File: config.mk
export PLATFORM = sky130hd
export DESIGN_NAME = branch_unit
export DESIGN_NICKNAME = d
export VERILOG_FILES = /design/src/rtl/branch_unit.sv
export SDC_FILE = /design/constraint.sdc
export NUM_CORES = 1
export LEC_CHECK = 0
export BUFFER_PORTS_ARGS = -buffer_cell sky130_fd_sc_hd__buf_2
export CELL_PAD_IN_SITES_DETAIL_PLACEMENT = 1
export CELL_PAD_IN_SITES_GLOBAL_PLACEMENT = 1
export CORE_MARGIN = 2
export CORE_UTILIZATION = 49
export DETAILED_ROUTE_END_ITERATION = 8
export PLACE_DENSITY = 0.9
export SETUP_SLACK_MARGIN = 0.1
export SYNTH_ARGS = -nofsm -noshare
export SYNTH_HDL_FRONTEND = slang
export SYNTH_SLANG_ARGS = --single-unit
File: constraint.sdc
create_clock -name clk -period 4.11 [get_ports clk]
set_input_delay 0.822 -clock clk [delete_from_list [all_inputs] [get_ports clk]]
set_output_delay 0.822 -clock clk [all_outputs]
set_load 0.1 [all_outputs]
File: src/rtl/branch_unit.sv
// Program counter and branch resolution: NOP/JMP/Jcc/CALL/RET with a LIFO return stack.
// Latency: one cycle; the op presented with en=1 shows on pc/taken/stack_cnt after the next edge.
// Backpressure: none; en=0 stalls the unit (pc and stack hold, taken drops to 0).
//
// Ports: clk/rst (async active-high), en, op[2:0], signed_cmp, cmp_a, cmp_b, offset,
//        err_clr -> pc, taken, stack_cnt, stack_err (all registered).
module branch_unit #(
    parameter int               WIDTH    = 16,
    parameter int               DEPTH    = 4,
    parameter logic [WIDTH-1:0] RESET_PC = '0
) (
    input  logic                       clk,
    input  logic                       rst,
    input  logic                       en,
    input  logic [2:0]                 op,
    input  logic                       signed_cmp,
    input  logic [WIDTH-1:0]           cmp_a,
    input  logic [WIDTH-1:0]           cmp_b,
    input  logic [WIDTH-1:0]           offset,
    input  logic                       err_clr,
    output logic [WIDTH-1:0]           pc,
    output logic                       taken,
    output logic [$clog2(DEPTH+1)-1:0] stack_cnt,
    output logic                       stack_err
);

    localparam int CW    = $clog2(DEPTH + 1);
    // Array is sized to the full counter range so stack_cnt indexes it directly;
    // entries at or above DEPTH are never written.
    localparam int SLOTS = 1 << CW;

    localparam logic [2:0] OP_NOP  = 3'd0;
    localparam logic [2:0] OP_JMP  = 3'd1;
    localparam logic [2:0] OP_JLT  = 3'd2;
    localparam logic [2:0] OP_JGT  = 3'd3;
    localparam logic [2:0] OP_JEQ  = 3'd4;
    localparam logic [2:0] OP_JNE  = 3'd5;
    localparam logic [2:0] OP_CALL = 3'd6;
    localparam logic [2:0] OP_RET  = 3'd7;

    logic [WIDTH-1:0] stack [0:SLOTS-1];

    logic [WIDTH-1:0] seq;
    logic [WIDTH-1:0] tgt;
    logic [WIDTH-1:0] pc_nxt;
    logic [CW-1:0]    top_idx;
    logic             taken_nxt;
    logic             push;
    logic             pop;
    logic             err_set;
    logic             lt;
    logic             gt;
    logic             full;
    logic             empty;

    always_comb begin
        // Both wrap modulo 2^WIDTH by construction.
        seq     = pc + WIDTH'(1);
        tgt     = pc + offset;
        top_idx = stack_cnt - CW'(1);
        full    = (stack_cnt == CW'(DEPTH));
        empty   = (stack_cnt == '0);

        if (signed_cmp) begin
            lt = $signed(cmp_a) < $signed(cmp_b);
            gt = $signed(cmp_a) > $signed(cmp_b);
        end else begin
            lt = cmp_a < cmp_b;
            gt = cmp_a > cmp_b;
        end

        pc_nxt    = seq;
        taken_nxt = 1'b0;
        push      = 1'b0;
        pop       = 1'b0;
        err_set   = 1'b0;

        case (op)
            OP_NOP: ;
            OP_JMP: begin
                pc_nxt    = tgt;
                taken_nxt = 1'b1;
            end
            OP_JLT, OP_JGT, OP_JEQ, OP_JNE: begin
                logic cond;
                case (op)
                    OP_JLT:  cond = lt;
                    OP_JGT:  cond = gt;
                    OP_JEQ:  cond = (cmp_a == cmp_b);
                    default: cond = (cmp_a != cmp_b);
                endcase
                if (cond) begin
                    pc_nxt    = tgt;
                    taken_nxt = 1'b1;
                end
            end
            OP_CALL: begin
                if (full) begin
                    err_set = en;
                end else begin
                    push      = en;
                    pc_nxt    = tgt;
                    taken_nxt = 1'b1;
                end
            end
            OP_RET: begin
                if (empty) begin
                    err_set = en;
                end else begin
                    pop       = en;
                    pc_nxt    = stack[top_idx];
                    taken_nxt = 1'b1;
                end
            end
            default: ;
        endcase
    end

    always_ff @(posedge clk or posedge rst) begin
        if (rst) begin
            pc        <= RESET_PC;
            taken     <= 1'b0;
            stack_cnt <= '0;
            stack_err <= 1'b0;
        end else begin
            if (en) begin
                pc    <= pc_nxt;
                taken <= taken_nxt;
                if (push) begin
                    stack_cnt <= stack_cnt + CW'(1);
                end else if (pop) begin
                    stack_cnt <= stack_cnt - CW'(1);
                end
            end else begin
                taken <= 1'b0;
            end
            // A new error on the same edge as a clear must leave the flag set.
            if (err_set) begin
                stack_err <= 1'b1;
            end else if (err_clr) begin
                stack_err <= 1'b0;
            end
        end
    end

    // Stack contents need no reset; occupancy alone defines what is valid.
    always_ff @(posedge clk) begin
        if (push) begin
            stack[stack_cnt] <= seq;
        end
    end

endmodule

==> results of run 1 <==
worst min-delay path by stage:
stage | start | end | slack [ns] | cells past startpoint
finish | stack_err$_DFFE_PP0P_ | stack_err$_DFFE_PP0P_ | 0.54 | 2
global route | err_clr | stack_err$_DFFE_PP0P_ | 0.59 | 2
CTS | stack_err$_DFFE_PP0P_ | stack_err$_DFFE_PP0P_ | 0.55 | 2
detailed placement | stack_err$_DFFE_PP0P_ | stack_err$_DFFE_PP0P_ | 0.54 | 2
global placement | stack_err$_DFFE_PP0P_ | stack_err$_DFFE_PP0P_ | 0.51 | 2
floorplan | rst | pc[0]$_DFFE_PP0P_ | 0.80 | 1
per-stage QoR:
stage	util (%)	std cells	setup WS [ns]
final	57.9	891	0.772
after CTS	57.9	891	0.794
after global placement	53.9	859	0.476
after detailed placement	53.9	859	0.328
after global routing	57.9	891	0.719
after floorplan	-	577	0.159
state kept, by name, indices dropped and copies added (netlist names):
| register | flops |
|---|---|
| taken | 1 |
| stack_cnt | 3 |
| pc | 16 |
| stack_err | 1 |
| stack | 128 |
worst min-delay path, stage by stage, from the launching register on:
cell	delay [ns]
dfrtp_1	0.38
inv_1	0.06
o21ai_0	0.06
kinds of logic after synthesis:
kind of cell               count (synthesis)
adders and majority gates                 36
buffers and inverters                     52
AOI/OAI and AO/OA                        129
DFF                                      149
and+or+nand+nor                          131
xor gates and xnor gates                  31
muxes                                     49
cells in the final DEF, fill, tap and decap left out, types with 3 or more instances in the layout:
cell type	netlist	final
a211o_1	3	3
a211oi_1	5	5
a21o_1	8	8
a21oi_1	32	32
a221oi_2	4	4
a31oi_1	7	7
and2_1	6	6
and3_1	10	10
and4_1	3	3
buf_2	5	76
buf_4	0	14
bufinv_16	0	5
clkbuf_16	0	17
clkinv_2	0	3
dfrtp_1	21	20
edfxtp_1	128	128
ha_1	35	35
inv_1	28	28
mux2_2	4	4
mux2i_1	13	13
mux4_2	32	32
nand2_1	22	22
nand2b_1	3	3
nand3_1	15	15
nand4_1	5	5
nor2_1	37	37
nor2b_1	6	6
nor3_1	10	8
o211ai_1	3	3
o21a_1	7	7
o21ai_0	30	30
o22ai_1	5	5
or3_1	3	3
xnor2_1	20	20
xor2_1	10	9
report_power, final:
part / switching, W / leakage [nW] / internal [W]
registers: 0.000271 / 1.39 / 0.00199
logic: 0.00235 / 1.74 / 0.00116
clock network: 0.000614 / 0.310 / 0.00107
layout make-up:
type                       count  area share (%)
inverter                      28            1.15
tap                          216            2.97
clock buffer                  18            4.72
multi-input combinational    376            35.5
timing repair buffer          90            5.33
clock inverter                14            2.27
sequential                   149            48.0
per-layer routing:
layer  vias to the layer above  share of wire (%)  routed length [um]  GRT usage, %
li1                       2418                  -                   -             -
met1                      2800                 39                8420          33.9
met2                       283                 50               11000          45.7
met3                        76                6.8                1470          5.82
met4                         0                4.1                 899          13.7
met5                         -                  0                   0             0
==> impl_metrics.csv, run 1 <==
group,metric,value,unit
clocking,hold_buffers,0,
worst_hold_path,hold_path.class,"reg2reg",
layout,multi_input_area,0.00323,mm^2
yosys,synth_compound_area_share,11.4,%
critical_path,critPathArrivalTime,3.64,ns
sta,skew,0.00669,ns
place,post_dp_cell_area,0.00846,mm^2
floorplan,io_pins,77,
place,place_congestion,0.892,
global_routing,grt_pass1_vias,5891,
layout,design_area,0.00910,mm^2
clocking,clkTransAtPathRegs,0.06,ns
yosys,synth.top_cells.by_count,"edfxtp_1, nor2_1, ha_1, a21oi_1, mux4_2",
critical_path,rrSetupSlack,0.95,ns
power_and_ir_drop,ir_worst_vdd,0.000686,V
clocking,cts-htree-levels,4,
sta,hold_ws,0.541,ns
critical_path,startpoint_type,"input pin",
power_and_ir_drop,p_leak,3.44,nW
route,dr_total_vias,5577,
critical_path,critical_path.max_fanout,14,
sta,rsz0062_at_grt,"false",
floorplan,core_area,0.0157,mm^2
critical_path,max_stage_delay,0.58,ns
sta,fin_crit,3.34,ns
yosys,syn-instance-count,577,
yosys,synth_area_leaders,"edfxtp_1, mux4_2, dfrtp_1, ha_1, xnor2_1",
yosys,synthXorXnorAreaFrac,3.67,%
yosys,yosys.cell_count.top_type,"edfxtp_1",
sta,finalHoldViolCount,0,
critical_path,path_buf_inv,2,
floorplan,die_y,130,um
yosys,synth_top_area_share,49.3,%
route,drc_errors,0,
yosys,synth.mux.area_fraction,11.5,%
global_routing,grt_max_degree,29,
yosys,synth_nets,669,
yosys,ys_seq_elements,149,
route,ant_nets,0,
route,firstDrtPassIters,5,
floorplan,die_area,0.0169,mm^2
layout,n_antenna_cell,0,
floorplan,die_width,130,um
clocking,root_buffer,"clkbuf_16",
critical_path,cp_cell_sequence,"buf_2 > inv_1 > ha_1 > nand4_2 > or4_4 > a21o_1 > and3_4 > xnor3_2 > a211o_4 > a221oi_2 > nor2_1",
power_and_ir_drop,post-layout-total-power,0.00746,W
place,place_hpwl,15100,um
yosys,synth_simple_gate_area_share,8.77,%
route,avgRoutedWirePerCell,24.4,um
sta,max-slew-margin-rel,34.0,%
critical_path,critPathKind,"in2reg",
power_and_ir_drop,powerDensity,820,mW/mm^2
layout,num-fill-cells,1565,
yosys,synth_edf_count,128,
yosys,synth_top_area_cell,"edfxtp_1",
floorplan,initial_utilization,49.6,%
global_routing,track_usage,27.4,%
layout,final_net_count,754,
clocking,cts_setup_buffers,0,
clocking,clk_latency,0.43,ns
critical_path,worstSetupEndpointType,"flip-flop",
yosys,synth_fa_ha_area_share,5.87,%
clocking,clock-sinks,149,
sta,setup-tns-final,0,ns
sta,max_freq,300,MHz
yosys,synthArstFlopShare,14.1,%
layout,seq_area,0.00437,mm^2
critical_path,r2r_cells,8,
global_routing,grt_antenna_before_repair,0,
critical_path,cp.depth,11,
floorplan,row_count,46,
route,wl,21700,um
critical_path,regToRegEndpoint,"pc[11]$_DFFE_PP0P_",
outcome,status,"completed",
global_routing,grt_first_pass_wirelength,33800,um
sta,drv_slew,0,
yosys,synth_warnings,0,
layout,area_growth,16.6,%
critical_path,crit_start,"cmp_b[15]",
route,vias_per_cell,6.26,
sta,finalSetupViolations,0,
critical_path,critical-path-top-delay-family,"simple AND/OR/NAND/NOR gates",
yosys,synth_top_family_by_area,"multiplexers",
job,drv_cap,0,
clocking,cts_tree,"built",
layout,drive_gt1_share,26.7,%
yosys,syn_area,0.00780,mm^2
clocking,clockBufferDepth,2,
critical_path,crit_required,4.41,ns
yosys,ys_seq_area_share,56.0,%
global_routing,grt.overflow.total,0,
route,drtIter0Drc,556,
yosys,synth_cell_types,65,
critical_path,r2r-start,"stack_cnt[0]$_DFFE_PP0P_",
clocking,numCtsBuffers,17,
yosys,synth-main-ff-cell,"edfxtp_1",
critical_path,crit_end,"pc[7]$_DFFE_PP0P_",
yosys,syn_avg_cell_area,13.5,um^2
critical_path,crit_slowest_cell,"or4_4",
clocking,cts_resized,0,
sta,tightest_slew,0.983,ns
sta,min_period_over_period,81.2,%
place,io_buffers,76,
Power figures use the tool's default switching activity.
==> run 2, diff against run 1 <==
- clock period: 4.11 -> 3.34 ns (I/O delays scaled with it)
==> run 2 against run 1 <==
  * Sequential power grew 23%
  * Routed wire length rose by 0.20%
  * Sequential share of layout area is 0.42 points lower
  * Largest power group unchanged
==> impl_metrics.csv, run 2 (same netlist as run 1, synthesis figures left out) <==
group,metric,value,unit
power_and_ir_drop,p_clk_share,21.1,%
place,place_congestion,0.902,
floorplan,core_area,0.0157,mm^2
critical_path,worstSetupEndpointType,"flip-flop",
critical_path,critPathArrivalTime,3.41,ns
global_routing,track_usage,27.2,%
clocking,numCtsBuffers,17,
critical_path,crit_required,3.64,ns
worst_hold_path,hold_path.class,"in2async",
clocking,cts-htree-levels,4,
sta,finalHoldViolCount,0,
sta,min_period_over_period,93.0,%
critical_path,critical_path.max_fanout,14,
route,drtIter0Drc,539,
power_and_ir_drop,p_leak,3.48,nW
layout,fin_cells,905,
floorplan,die_y,130,um
critical_path,critPathKind,"in2reg",
route,dr_total_vias,5610,
floorplan,row_count,46,
critical_path,critical-path-top-delay-family,"compound AO/OA/AOI/OAI gates",
clocking,clkTransAtPathRegs,0.06,ns
sta,rsz0062_at_grt,"false",
floorplan,io_pins,77,
layout,area_growth,17.7,%
power_and_ir_drop,seqPwrFrac,30.7,%
critical_path,r2r-start,"pc[0]$_DFFE_PP0P_",
global_routing,grt_max_degree,27,
global_routing,grt_first_pass_wirelength,33500,um
route,ant_nets,0,
critical_path,crit_slowest_cell,"or4_4",
layout,final_common_cell,"edfxtp_1",
power_and_ir_drop,combPwrFrac,48.2,%
critical_path,max_stage_delay,0.55,ns
sta,skew,0.00849,ns
job,drv_cap,0,
sta,max_freq,322,MHz
layout,drive_gt1_share,29.3,%
sta,setup_ws,0.234,ns
clocking,clock-sinks,149,
place,io_buffers,76,
sta,tightest_slew,0.989,ns
layout,top_regs,"stack: 128 flops, pc: 16 flops, stack_cnt: 3 flops",
sta,hold_ws,0.439,ns
layout,top_register,"stack",
power_and_ir_drop,p_sw,0.00398,W
clocking,cts_setup_buffers,0,
critical_path,regToRegEndpoint,"pc[10]$_DFFE_PP0P_",
critical_path,rrSetupSlack,0.34,ns
power_and_ir_drop,power.internal,0.00505,W
layout,final_net_count,768,
layout,final_cell_mix,"edfxtp_1, buf_2, ha_1",
layout,n_antenna_cell,0,
route,avgRoutedWirePerCell,24.1,um
layout,largest_reg_flops,128,
global_routing,grt_antenna_before_repair,0,
place,post-place-cells,873,
power_and_ir_drop,ir_worst_vdd,0.000985,V
critical_path,cp_cell_sequence,"buf_2 > inv_1 > ha_1 > nand3_1 > or4_4 > a21o_1 > and3_4 > xnor3_2 > a211o_4 > a221oi_1 > a311oi_1",
clocking,cts_tree,"built",
layout,num-fill-cells,1549,
floorplan,die_width,130,um
power_and_ir_drop,powerDensity,983,mW/mm^2
place,place_hpwl,15000,um
layout,final_util,58.5,%
sta,max-slew-margin-rel,33.9,%
sta,setup-tns-final,0,ns
sta,drv_slew,0,
route,firstDrtPassIters,5,
power_and_ir_drop,p_sw_share,44.1,%
critical_path,startpoint_type,"input pin",
route,wl,21800,um
route,drc_errors,0,
clocking,root_buffer,"clkbuf_16",
critical_path,r2r_cells,10,
clocking,clk_latency,0.43,ns
global_routing,grt.overflow.total,0,
place,dp_worst_setup_slack,-0.180,ns
critical_path,path_buf_inv,2,
floorplan,die_area,0.0169,mm^2
route,vias_per_cell,6.20,
clocking,clockBufferDepth,2,
sta,fin_crit,3.11,ns
floorplan,initial_utilization,49.6,%
global_routing,grt_pass1_vias,5876,
outcome,status,"completed",
sta,finalSetupViolations,0,
==> run 2: changes by cell type in the layout (fill, tap and decap cells not counted), moves of 2 or more <==
cell	delta
clkinvlp_4	+2
nor3_4	+2
nor3_2	-2
buf_4	+14
nor2_2	+6
bufinv_16	-3
clkinv_4	+2
nor2_1	-6
==> run 2: timing repair <==
item	4_1_cts	5_1_grt
endpoints found under the hold margin	0	0
endpoints found under the setup margin	0	1
hold buffers	0	0
gates resized for setup	0	1
==> run 2: stage by stage <==
stage | instance area, um^2 | power [W]
final | 9190 | 0.00903
after global routing | 9190 | 0.00940
after CTS | 9180 | 0.00900
after detailed placement | 8600 | 0.00708
after global placement | 8600 | 0.00682
after floorplan | 7850 | 0.00588
==> run 2: cell type report <==
cell class / instances / area, um^2 / share of cell area [%]
well taps: 216 / 270 / 2.94
clock buffers: 18 / 429 / 4.67
multi-input cells: 376 / 3270 / 35.6
inverters: 28 / 105 / 1.14
repair buffers: 104 / 591 / 6.43
flip-flops and latches: 149 / 4370 / 47.6
clock inverters: 14 / 151 / 1.65
==> run 2: worst register-to-register path, delay by kind of cell (launching register included) <==
kind | cells | cell delay (ns)
AOI/OAI and AO/OA | 5 | 1.21
adders and majority gates | 2 | 0.75
DFF | 1 | 0.48
and+or+nand+nor | 2 | 0.33
xor gates and xnor gates | 1 | 0.15
==> run 2: worst max path at each step <==
stage,startpoint,end,slack [ns],depth (start not counted)
6_report,cmp_b[10],pc[11]$_DFFE_PP0P_,0.23,11
5_1_grt,cmp_b[11],pc[11]$_DFFE_PP0P_,0.13,11
4_1_cts,pc[0]$_DFFE_PP0P_,pc[10]$_DFFE_PP0P_,0.26,10
3_5_place_dp,cmp_b[10],pc[11]$_DFFE_PP0P_,-0.18,11
3_3_place_gp,cmp_b[10],pc[11]$_DFFE_PP0P_,0.007,11
2_1_floorplan,stack_cnt[0]$_DFFE_PP0P_,pc[2]$_DFFE_PP0P_,0.11,12
==> run 2: power groups by stage <==
stage	combinational [W]	clock, W	sequential, W
global route	0.00462	0.00198	0.00280
global placement	0.00405	0	0.00277
finish	0.00436	0.00191	0.00277
floorplan	0.00239	0	0.00350
CTS	0.00433	0.00191	0.00276
detailed placement	0.00429	0	0.00279
==> run 2: layer usage <==
layer / part of all wire (%) / track usage [%] / vias to the layer above / wire length, um
met5: 0 / 0 / - / 0
met1: 38 / 33.6 / 2826 / 8350
met3: 6.7 / 5.78 / 74 / 1460
met2: 51 / 45.7 / 278 / 11000
met4: 4.4 / 13.2 / 0 / 966
li1: - / - / 2432 / -
